$ cat config.mk
export PLATFORM = sky130hd
export DESIGN_NAME = akuma_death_sequencer
export DESIGN_NICKNAME = d
export VERILOG_FILES = /design/src/rtl/akuma_death_sequencer.sv
export SDC_FILE = /design/constraint.sdc
export NUM_CORES = 1
export LEC_CHECK = 0
export CAP_MARGIN = 20
export CORE_ASPECT_RATIO = 0.8
export CORE_MARGIN = 2
export CORE_UTILIZATION = 44
export CTS_CLUSTER_DIAMETER = 200
export DETAILED_ROUTE_END_ITERATION = 10
export GPL_TIMING_DRIVEN = 0
export PLACE_DENSITY = 0.75
export SLEW_MARGIN = 25
export SYNTH_ARGS = -nofsm -noshare
export SYNTH_HDL_FRONTEND = slang
export SYNTH_SLANG_ARGS = --single-unit
$ cat constraint.sdc
create_clock -name vga_clk -period 2.62 [get_ports vga_clk]
set_input_delay 0.262 -clock vga_clk [delete_from_list [all_inputs] [get_ports vga_clk]]
set_output_delay 0.262 -clock vga_clk [all_outputs]
set_load 0.01 [all_outputs]
$ cat src/rtl/akuma_death_sequencer.sv
// Akuma KO/death animation sequencer: HIT -> FALL (knockback) -> LIE -> DONE.
// Optional corpse blink at the end of LIE is enabled with AKUMA_DEATH_BLINK_EN.
module akuma_death_sequencer #(
  parameter int NUM_FRAMES  = 4,
  parameter int FRAME_TICKS = 6,
  parameter int LIE_TICKS   = 90,
  parameter int KNOCK_DX    = 2,
  parameter int X_MIN       = 0,
  parameter int X_MAX       = 404,
  parameter int BLINK_TICKS = 8
) (
  input  logic                          vga_clk,
  input  logic                          Reset,
  input  logic                          frame_tick,
  input  logic                          ko,
  input  logic                          clear,
  input  logic [9:0]                    start_x,
  input  logic [9:0]                    start_y,
  input  logic                          knock_right,
  output logic [9:0]                    sprite_x,
  output logic [9:0]                    sprite_y,
  output logic [$clog2(NUM_FRAMES)-1:0] frame_idx,
  output logic                          death_active,
  output logic                          sprite_visible,
  output logic                          done
);
  localparam int FW   = $clog2(NUM_FRAMES);
  localparam int MAXA = (FRAME_TICKS > LIE_TICKS) ? FRAME_TICKS : LIE_TICKS;
  localparam int MAXT = (MAXA > BLINK_TICKS) ? MAXA : BLINK_TICKS;
  localparam int CW   = $clog2(MAXT + 1);
  localparam logic signed [10:0] DX_S   = 11'(KNOCK_DX);
  localparam logic signed [10:0] XMIN_S = 11'(X_MIN);
  localparam logic signed [10:0] XMAX_S = 11'(X_MAX);
`ifdef AKUMA_DEATH_BLINK_EN
  localparam int BLINK_START = LIE_TICKS - LIE_TICKS / 2;
`endif

  typedef enum logic [2:0] {ST_IDLE, ST_HIT, ST_FALL, ST_LIE, ST_DONE} state_t;

  state_t          state_reg, state_next;
  logic [9:0]      x_reg, x_next, y_reg, y_next;
  logic [FW-1:0]   frame_reg, frame_next;
  logic [CW-1:0]   cnt_reg, cnt_next, cnt_inc;
  logic            dir_reg, dir_next;
  logic            active_reg, active_next;
  logic            vis_reg, vis_next;
  logic            done_reg, done_next;
`ifdef AKUMA_DEATH_BLINK_EN
  logic [CW-1:0]   blink_reg, blink_next;
`endif
  logic signed [10:0] x_ext, x_moved, start_ext;

  // Saturate a signed 11-bit position into the on-screen range, never wrapping.
  function automatic logic [9:0] sat_x(input logic signed [10:0] v);
    if (v < XMIN_S)      return 10'(X_MIN);
    else if (v > XMAX_S) return 10'(X_MAX);
    else                 return v[9:0];
  endfunction

  assign x_ext     = $signed({1'b0, x_reg});
  assign start_ext = $signed({1'b0, start_x});
  assign x_moved   = dir_reg ? (x_ext + DX_S) : (x_ext - DX_S);
  assign cnt_inc   = cnt_reg + CW'(1);

  always_ff @(posedge vga_clk) begin
    if (Reset) begin
      state_reg  <= ST_IDLE;
      x_reg      <= '0;
      y_reg      <= '0;
      frame_reg  <= '0;
      cnt_reg    <= '0;
      dir_reg    <= 1'b0;
      active_reg <= 1'b0;
      vis_reg    <= 1'b0;
      done_reg   <= 1'b0;
`ifdef AKUMA_DEATH_BLINK_EN
      blink_reg  <= '0;
`endif
    end else begin
      state_reg  <= state_next;
      x_reg      <= x_next;
      y_reg      <= y_next;
      frame_reg  <= frame_next;
      cnt_reg    <= cnt_next;
      dir_reg    <= dir_next;
      active_reg <= active_next;
      vis_reg    <= vis_next;
      done_reg   <= done_next;
`ifdef AKUMA_DEATH_BLINK_EN
      blink_reg  <= blink_next;
`endif
    end
  end

  always_comb begin
    state_next  = state_reg;
    x_next      = x_reg;
    y_next      = y_reg;
    frame_next  = frame_reg;
    cnt_next    = cnt_reg;
    dir_next    = dir_reg;
    active_next = active_reg;
    vis_next    = vis_reg;
    done_next   = done_reg;
`ifdef AKUMA_DEATH_BLINK_EN
    blink_next  = blink_reg;
`endif
    // clear takes priority over ko and frame_tick; in IDLE it also blocks a KO.
    if (clear) begin
      state_next  = ST_IDLE;
      x_next      = '0;
      y_next      = '0;
      frame_next  = '0;
      cnt_next    = '0;
      dir_next    = 1'b0;
      active_next = 1'b0;
      vis_next    = 1'b0;
      done_next   = 1'b0;
`ifdef AKUMA_DEATH_BLINK_EN
      blink_next  = '0;
`endif
    end else begin
      case (state_reg)
        ST_IDLE: if (ko) begin
          state_next  = ST_HIT;
          x_next      = sat_x(start_ext);
          y_next      = start_y;
          dir_next    = knock_right;
          frame_next  = '0;
          cnt_next    = '0;
          active_next = 1'b1;
          vis_next    = 1'b1;
        end
        ST_HIT: if (frame_tick) begin
          if (cnt_reg == CW'(FRAME_TICKS - 1)) begin
            state_next = ST_FALL;
            cnt_next   = '0;
            frame_next = FW'(1);
          end else begin
            cnt_next = cnt_inc;
          end
        end
        ST_FALL: if (frame_tick) begin
          x_next = sat_x(x_moved);
          if (cnt_reg == CW'(FRAME_TICKS - 1)) begin
            cnt_next = '0;
            if (frame_reg == FW'(NUM_FRAMES - 1)) state_next = ST_LIE;
            else                                  frame_next = frame_reg + FW'(1);
          end else begin
            cnt_next = cnt_inc;
          end
        end
        ST_LIE: if (frame_tick) begin
          if (cnt_reg == CW'(LIE_TICKS - 1)) begin
            state_next  = ST_DONE;
            cnt_next    = '0;
            active_next = 1'b0;
            done_next   = 1'b1;
`ifdef AKUMA_DEATH_BLINK_EN
            vis_next    = 1'b0;
`endif
          end else begin
            cnt_next = cnt_inc;
`ifdef AKUMA_DEATH_BLINK_EN
            // Blink phase starts hidden once half the lying time remains.
            if (cnt_inc == CW'(BLINK_START)) begin
              vis_next   = 1'b0;
              blink_next = '0;
            end else if (cnt_inc > CW'(BLINK_START)) begin
              if (blink_reg == CW'(BLINK_TICKS - 1)) begin
                vis_next   = ~vis_reg;
                blink_next = '0;
              end else begin
                blink_next = blink_reg + CW'(1);
              end
            end
`endif
          end
        end
        ST_DONE: ;
        default: state_next = ST_IDLE;
      endcase
    end
  end

  assign sprite_x       = x_reg;
  assign sprite_y       = y_reg;
  assign frame_idx      = frame_reg;
  assign death_active   = active_reg;
  assign sprite_visible = vis_reg;
  assign done           = done_reg;
endmodule

[Word-level counts from Yosys, hierarchy flattened]
Cells that the tools add are included.
Widths: inputs -> output; s select.
Word-level totals
  register bits after elaboration: 36
  input port bits: 26
Cells by class
  add/sub/neg operators: 4
  order comparisons: 4
  equality and inequality tests: 17
  multiplexer cells: 34
  bitwise logic cells: 1
  reduce and logical (&&, ||, !) cells: 14
Operators with widths (count)
  $mux 10: 6
  $mux 7: 5
  $mux 3: 8
  $pmux 7 s3: 1
  $pmux 10 s2: 1
  $ne 2x2->1 const B: 9
  $pmux 3 s5: 1
  $mux 2: 6
  $add 10x2->11 const B: 1
  $gt 11x10->1 const B: 1
  $lt 11x1->1 const B: 1
  $mux 11: 1
  $sub 10x2->11 const B: 1
  $gt 10x9->1 const B: 1
  $lt 10x1->1 const B: 1
  $reduce_and 9->1: 1
  $reduce_and 4->1: 2
  $add 7x1->7 const B: 1
  $eq 7x3->1 const B: 1
  $eq 7x7->1 const B: 1
  $reduce_and 7->1: 1
  $eq 3x2->1 const B: 2
  $pmux 2 s3: 1
  $reduce_and 3->1: 2
  other kinds (13): 18

[Longest topological paths before layout]
Gate-level depths: netlist (run 1).
  word-level depth: 7
  depth in mapped cells: 10

[Least setup slack after synthesis (run 1)]
Ideal clock, no wire load.
  path type: reg-to-reg
  start point: reg dir_reg
  end point: reg x_reg[1] (netlist: sprite_x[1])
  setup time: 0.080 ns
  data arrival time: 2.521 ns
  setup slack: 0.019 ns
  cell stages (with the launch flop): 10
  buffers on the path: 0
  clock period less this slack: 2.601 ns
  cell sequence: dfxtp_1 -> inv_1 -> ha_1 -> a211oi_1 -> o31ai_2 -> and4_1 -> or3_1 -> a311oi_4 -> a221oi_2 -> a211oi_2
Between the ends
  cells in the longest elaborated chain, start to end: 6
  elaborated cells between the ends (all ways): 7
  classes of those cells: order compare: 2; mux: 5
RTL lines
  from (decl): line 44  | logic dir_reg, dir_next;
  from (signal assigned): line 85  | dir_reg <= dir_next;
  $mux 11 *: line 62  | assign x_moved = dir_reg ? (x_ext + DX_S) : (x_ext - DX_S);
  $gt 11x10->1: line 56  | else if (v > XMAX_S) return 10'(X_MAX);
  $mux 10: line 56
  $mux 10 *: line 55  | if (v < XMIN_S) return 10'(X_MIN);
  $mux 10 *: line 143  | ST_FALL: if (frame_tick) begin
  $pmux 10 s2 *: line 123  | case (state_reg)
  to (signal assigned): line 81  | x_reg <= x_next;
  to (decl): line 41  | logic [9:0] x_reg, x_next, y_reg, y_next;
Mark *: on every way between the ends. The rest lies on a longest branch, timed or not. The select of a mux whose other input is x is not followed.
A chain may end at the register's enable or synchronous reset.

[Worst setup path in the final report (run 1)]
  start point: reg dir_reg
  end point: reg x_reg[4] (netlist: sprite_x[4])
The elaborated chain is that of the path after synthesis.

==> impl_results.md, run 1 <==
- Status: complete, no violations
- Synth Area in XOR/XNOR: 4.04%
- WS Path Type: reg2reg
- Worst EP required: 2.75 ns
- CTS Buf Count: 5
- Met2 usage: 32.0%
- RSZ-0062 raised after global routing: no
- Warnings, synthesis: 0
- Die span in y: 66.8 um
- Die area: 0.00550 mm^2
- Area of the core: 0.00465 mm^2
- Sequential cell area fraction in the yosys report: 33.3%
- Vias: 2220
- Global-route wire length before repair: 9440 um
- Largest net degree at the start of global routing: 12
- Crit-path max cell delay: 0.36 ns
- Min Tclk post-route: 2.53 ns
- Worst Setup Start Kind: flip-flop
- Lkg Pwr: 0.00111 uW
- Antenna violations before repair: 0
- Gr ovfl total: 0
- Max frequency: 395 MHz
- Final setup vio count: 0
- Cells after synthesis: 269
- Worst-path maximum fanout: 3
- Max_slew headroom: 39.0%
- Most frequent CP cell: buf_4
- Layout cells sized above 1: 14.7%
- Latest clock arrival within the worst-skew pair: 0.28 ns
- Mux cell area share after synthesis: 1.85%
- Post-synthesis compound-gate area fraction: 25.7%
- Die Width: 82.4 um
- Final Slew Violations: 0
- Nets: 370
- Cells after DPL: 379
- Yosys top cell by area: dfxtp_1
- TritonCTS clock tree: built
- Max-Cap Viols: 0
- EDFF count, synth: 0
- Tcrit/Tclk final: 96.7%
- Syn Area/Cell: 8.05 um^2
- Post-synthesis async set-or-reset flop share: 0%
- CTS Buffer Depth: 2
- CTS root buffer: clkbuf_8
- Setup crit end kind: flip-flop
- Ys flop type: dfxtp_1
- Post-synth top cells: dfxtp_1 (36), nand2_1 (36), nor2_1 (29)
- Final Skew: 0.00504 ns
- CTS sink cnt: 36
- Vias in the first global route: 1999
- Final hold viol count: 0
- Post-DP HPWL: 4210 um
- Hold slack: 0.458 ns
- Actual slew at the worst max-slew pin: 0.907 ns
- Met1 Track Usage GR: 33.1%
- Syn_nets: 307
- Antenna-violating nets left: 0
- Seq cells post-synth: 36
- DRC: 0
- Area Overhead vs Synth: 40.8%
- H-tree depth: 2
- Cell Pwr Density: 486 mW/mm^2
- DR vias/cell: 5.65
- CP Data Arrival Time: 2.67 ns
- Synth top area share: 33.3%
- Drt total wl: 5830 um
- Ant. Diodes: 0
- Crit-path cells: buf_4 > fa_2 > nand2b_4 > a21oi_2 > mux2i_1 > o2111ai_2 > buf_4 > a311o_1 > nand2_1 > a31oi_1
- Max VDD drop: 322 uV
- Final cell count without fillers: 393
- Main area contributors after synthesis: dfxtp_1 (33%), ha_1 (6.4%), nand2_1 (6.2%)
- Drt first pass iters: 4
- Final Wtd Congestion: 0.876
- Worst Hold Class: reg2reg
- Gr busiest metal: met1
- Distinct cells, synth: 53
- Initial core utilization: 46.6%
- Row Count: 22
- DR WL/cell: 14.8 um
- Io pins: 51
- Largest family of logic cells by synthesized area: compound AO/OA/AOI/OAI gates
- Adder-cell share of the synthesized area: 7.28%
- Post-Synth Simple-Gate Area: 24.7%
- Cell Area, Synth: 0.00217 mm^2
- Crit-path slowest cell: dfxtp_4
- GR Util All Layers: 22.3%
- Initial drt markers: 184
- Met3 usage in global routing: 6.64%
- Post-CTS Hold Fix Bufs: 0
- PortBufs: 50
- Worst-path clk slew: 0.08 ns
critical path: cells and delay by family (launching register included):
| family | cells | cell delay (ns) |
|---|---|---|
| AOI/OAI and AO/OA | 4 | 0.86 |
| DFF | 1 | 0.36 |
| buffers and inverters | 2 | 0.35 |
| adders and majority gates | 1 | 0.35 |
| and+or+nand+nor | 2 | 0.23 |
| muxes | 1 | 0.23 |
layout make-up:
type | count | area (um^2)
tap | 60 | 75.1
inverter | 7 | 31.3
timing repair buffer | 56 | 549
clock inverter | 1 | 30.0
buffer | 11 | 43.8
multi-input combinational | 215 | 1490
clock buffer | 7 | 96.3
fill | 396 | 1600
sequential | 36 | 732
power by group:
group | internal (uW) | total, uW | switching (uW) | leakage, uW
Clock | 336 | 537 | 201 | 0.0000645
Combinational | 176 | 370 | 194 | 0.000751
Sequential | 562 | 576 | 14.4 | 0.000295
repair_timing:
action	in CTS	in global routing
pin swaps	6	7
gates resized for setup	19	14
endpoints found under the setup margin	8	7
setup buffers	4	2
worst paths after layout:
path	from	end	slack, ns	cells past startpoint
max	dir_reg	sprite_x[4]	0.09	10
min	sprite_y[1]	sprite_y[1]	0.46	2
max reg2reg	dir_reg	sprite_x[4]	0.09	10
min reg2reg	sprite_y[1]	sprite_y[1]	0.46	2
per-stage QoR:
step	utilization [%]	setup WS (ns)	instance area, um^2	power (uW)	setup TNS [ns]
6_report	65.6	0.0860	3050	1480	0
4_1_cts	63.8	0.0150	2970	1460	0
3_5_place_dp	58.9	-0.438	2740	896	-2.41
5_1_grt	65.6	0.00756	3050	1550	0
2_1_floorplan	-	0.0188	2170	780	0
3_3_place_gp	58.9	-0.410	2740	891	-2.19
cells in the final DEF (no fill, tap or decap), types with 5 or more instances in the layout:
| cell type | n |
|---|---|
| a21oi_1 | 21 |
| a31oi_1 | 5 |
| buf_4 | 5 |
| clkbuf_1 | 9 |
| clkbuf_8 | 7 |
| clkdlybuf4s50_1 | 50 |
| dfxtp_1 | 33 |
| ha_1 | 8 |
| inv_1 | 5 |
| nand2_1 | 36 |
| nand4_1 | 5 |
| nor2_1 | 28 |
| o21ai_0 | 20 |
| xor2_1 | 7 |
per-layer routing:
metal / wire length [um] / vias up
met1: 2920 / 1026
met3: 459 / 5
met4: 24 / 0
met2: 2430 / 78
li1: - / 1111
met5: 0 / -
logic make-up after synthesis:
group | count (synthesis)
DFF | 36
and+or+nand+nor | 108
muxes | 4
buffers and inverters | 18
adders and majority gates | 12
AOI/OAI and AO/OA | 81
xor gates and xnor gates | 10
(Power assumes the default switching activity.)
==> inputs of run 2 (changes only) <==
- PLACE_DENSITY: 0.75 -> 0.72
- clock period: 2.62 -> 3.1 ns (I/O delays scaled with it)
==> run 2 against run 1 <==
- flip-flop and latch count unchanged
- routed wire length decreased by 4.3%
- critical path type unchanged
- non-clock buffer count decreased by 5
- register-to-register slack improved by 0.11 ns
- critical path depth unchanged
==> impl_results.md, run 2 (synthesis gave the netlist of run 1 again) <==
- Status: complete, no violations (unchanged)
- Register area: 721 um^2 (was 732 um^2)
- Max_slew headroom: 37.1% (was 39.0%)
- CTS root buffer: clkbuf_8 (unchanged)
- Tcrit/Tclk final: 93.5% (was 96.7%)
- Final Slew Violations: 0 (unchanged)
- CP delay by family, top: compound AO/OA/AOI/OAI gates (unchanged)
- Max frequency: 345 MHz (was 395 MHz)
- Vias in the first global route: 1909 (was 1999)
- Worst-path clk slew: 0.08 ns (about the same)
- Commonest non-fill, non-tap cell in the layout: clkdlybuf4s50_1 (unchanged)
- Drt first pass iters: 4 (unchanged)
- Row Count: 22 (unchanged)
- DRC: 0 (unchanged)
- Post-CTS Hold Fix Bufs: 0 (unchanged)
- Max VDD drop: 241 uV (was 322 uV)
- CTS Buffer Depth: 2 (unchanged)
- Crit-path slowest cell: dfxtp_1 (was dfxtp_4)
- Ant. Diodes: 0 (unchanged)
- Post-DP HPWL: 4160 um (was 4210 um)
- Die Width: 82.4 um (unchanged)
- Power Total: 1110 uW (was 1480 uW)
- Worst EP required: 3.28 ns (was 2.75 ns)
- Final setup vio count: 0 (unchanged)
- Antenna-violating nets left: 0 (unchanged)
- CTS Buf Count: 5 (unchanged)
- CTS sink cnt: 36 (unchanged)
- Multi-input gate area: 0.00140 mm^2 (was 0.00149 mm^2)
- TritonCTS clock tree: built (unchanged)
- TNS Setup: 0 ns (unchanged)
- Min Tclk post-route: 2.90 ns (was 2.53 ns)
- DR vias/cell: 5.60 (was 5.65)
- Setup crit end kind: flip-flop (unchanged)
- Reg2Reg Setup Slack: 0.20 ns (was 0.09 ns)
- Final hold viol count: 0 (unchanged)
- Layout cells sized above 1: 7.93% (was 14.7%)
- Cell Pwr Density: 387 mW/mm^2 (was 486 mW/mm^2)
- WS Path Type: reg2reg (unchanged)
- Lkg Pwr: 0.00102 uW (was 0.00111 uW)
- Final Wtd Congestion: 0.848 (was 0.876)
- Die area: 0.00550 mm^2 (unchanged)
- Final cell count without fillers: 388 (was 393)
- Nets: 365 (was 370)
- Most frequent cells in the layout: clkdlybuf4s50_1 (50), nand2_1 (36), dfxtp_1 (36), nor2_1 (29), a21oi_1 (23) (was clkdlybuf4s50_1 (50), nand2_1 (36), dfxtp_1 (33), nor2_1 (28), a21oi_1 (21))
- Initial core utilization: 46.6% (unchanged)
- PortBufs: 50 (unchanged)
- WP buf/inv: 2 (unchanged)
- Antenna violations before repair: 0 (unchanged)
- Crit-path max cell delay: 0.47 ns (was 0.36 ns)
- Worst Setup Start Kind: flip-flop (unchanged)
- Final Skew: 0.00583 ns (was 0.00504 ns)
- Global-route wire length before repair: 9130 um (was 9440 um)
- Worst Hold Class: reg2reg (unchanged)
- Largest net degree at the start of global routing: 14 (was 12)
- Drt total wl: 5580 um (was 5830 um)
- GR Util All Layers: 21.9% (was 22.3%)
- # fillers: 450 (was 396)
- Area Overhead vs Synth: 32.2% (was 40.8%)
- Cells after DPL: 379 (unchanged)
- Die span in y: 66.8 um (unchanged)
- DR WL/cell: 14.4 um (was 14.8 um)
- Area of the core: 0.00465 mm^2 (unchanged)
- Max-Cap Viols: 0 (unchanged)
- CP Data Arrival Time: 3.08 ns (was 2.67 ns)
- H-tree depth: 2 (unchanged)
- Crit-path cells: inv_2 > ha_1 > a211oi_2 > o31ai_4 > a2111oi_0 > or3_4 > a311oi_4 > buf_4 > a221oi_1 > nor2_1 (was buf_4 > fa_2 > nand2b_4 > a21oi_2 > mux2i_1 > o2111ai_2 > buf_4 > a311o_1 > nand2_1 > a31oi_1)
- Vias: 2173 (was 2220)
- Actual slew at the worst max-slew pin: 0.936 ns (was 0.907 ns)
- Worst-path maximum fanout: 9 (was 3)
- Gr ovfl total: 0 (unchanged)
- Initial drt markers: 257 (was 184)
- Latest clock arrival within the worst-skew pair: 0.30 ns (was 0.28 ns)
- Io pins: 51 (unchanged)
-- run 2: cell types whose count changed in the layout (fill, tap and decap cells not counted), moves of 2 or more --
cell,change
a21oi_1,+2
buf_4,-4
clkbuf_8,-2
clkinvlp_4,+2
dfxtp_1,+3
dfxtp_4,-3
ha_1,+3
ha_4,-2
-- run 2: worst reg2reg max path, stage by stage (launching register included) --
cell	delay, ns
dfxtp_1	0.47
inv_2	0.17
ha_1	0.32
a211oi_2	0.35
o31ai_4	0.15
a2111oi_0	0.39
or3_4	0.24
a311oi_4	0.09
buf_4	0.19
a221oi_1	0.33
nor2_1	0.08
-- run 2: area by class of cell --
cell class / count / share of cell area, %
Timing Repair Buffer: 51 / 17.7
Clock inverter: 3 / 0.830
Tap cell: 60 / 2.62
Clock buffer: 5 / 2.40
Sequential cell: 36 / 25.2
Multi-Input combinational cell: 215 / 48.8
Inverter: 7 / 0.917
Buffer: 11 / 1.49
-- run 2: path summary, 6_finish.rpt --
path              cells after the start        start          end
setup / recovery                     10      dir_reg  sprite_x[6]
hold / removal                        2  sprite_y[3]  sprite_y[3]
setup reg to reg                     10      dir_reg  sprite_x[6]
hold reg to reg                       2  sprite_y[3]  sprite_y[3]
-- run 2: per-layer routing --
metal | wire length, um | track usage [%] | vias to the layer above
met5 | 0 | 0 | -
met4 | 31 | 7.50 | 0
met3 | 488 | 7.72 | 6
met2 | 2210 | 29.5 | 73
met1 | 2860 | 31.8 | 991
li1 | - | - | 1103
-- run 2: where the power goes --
group	switching (uW)	leakage (uW)	total, uW	internal [uW]
Clock	191	0.0000404	351	159
Combinational	147	0.000691	270	123
Sequential	11.8	0.000292	488	476
Total	350	0.00102	1110	758
-- run 2: repair_timing --
item | in CTS | in global routing
resized for setup | 3 | 2
buffers inserted | 0 | 1
endpoints found under the setup margin | 1 | 5
cloned | 0 | 0
pin swaps | 0 | 3
-- run 2: metrics by stage --
stage	instance area (um^2)	hold WS, ns	worst slack, ns	util [%]
floorplan	2170	0.446	0.499	-
global placement	2740	0.441	0.0452	58.9
detailed placement	2740	0.448	0.0249	58.9
CTS	2850	0.458	0.0812	61.3
global route	2860	0.478	-0.00489	61.6
finish	2860	0.457	0.200	61.6
==> inputs of run 3 (changes only) <==
- CAP_MARGIN: 20 -> 0
==> results of run 3 <==
The final DEF is identical to that of run 2; final timing and power are the same.
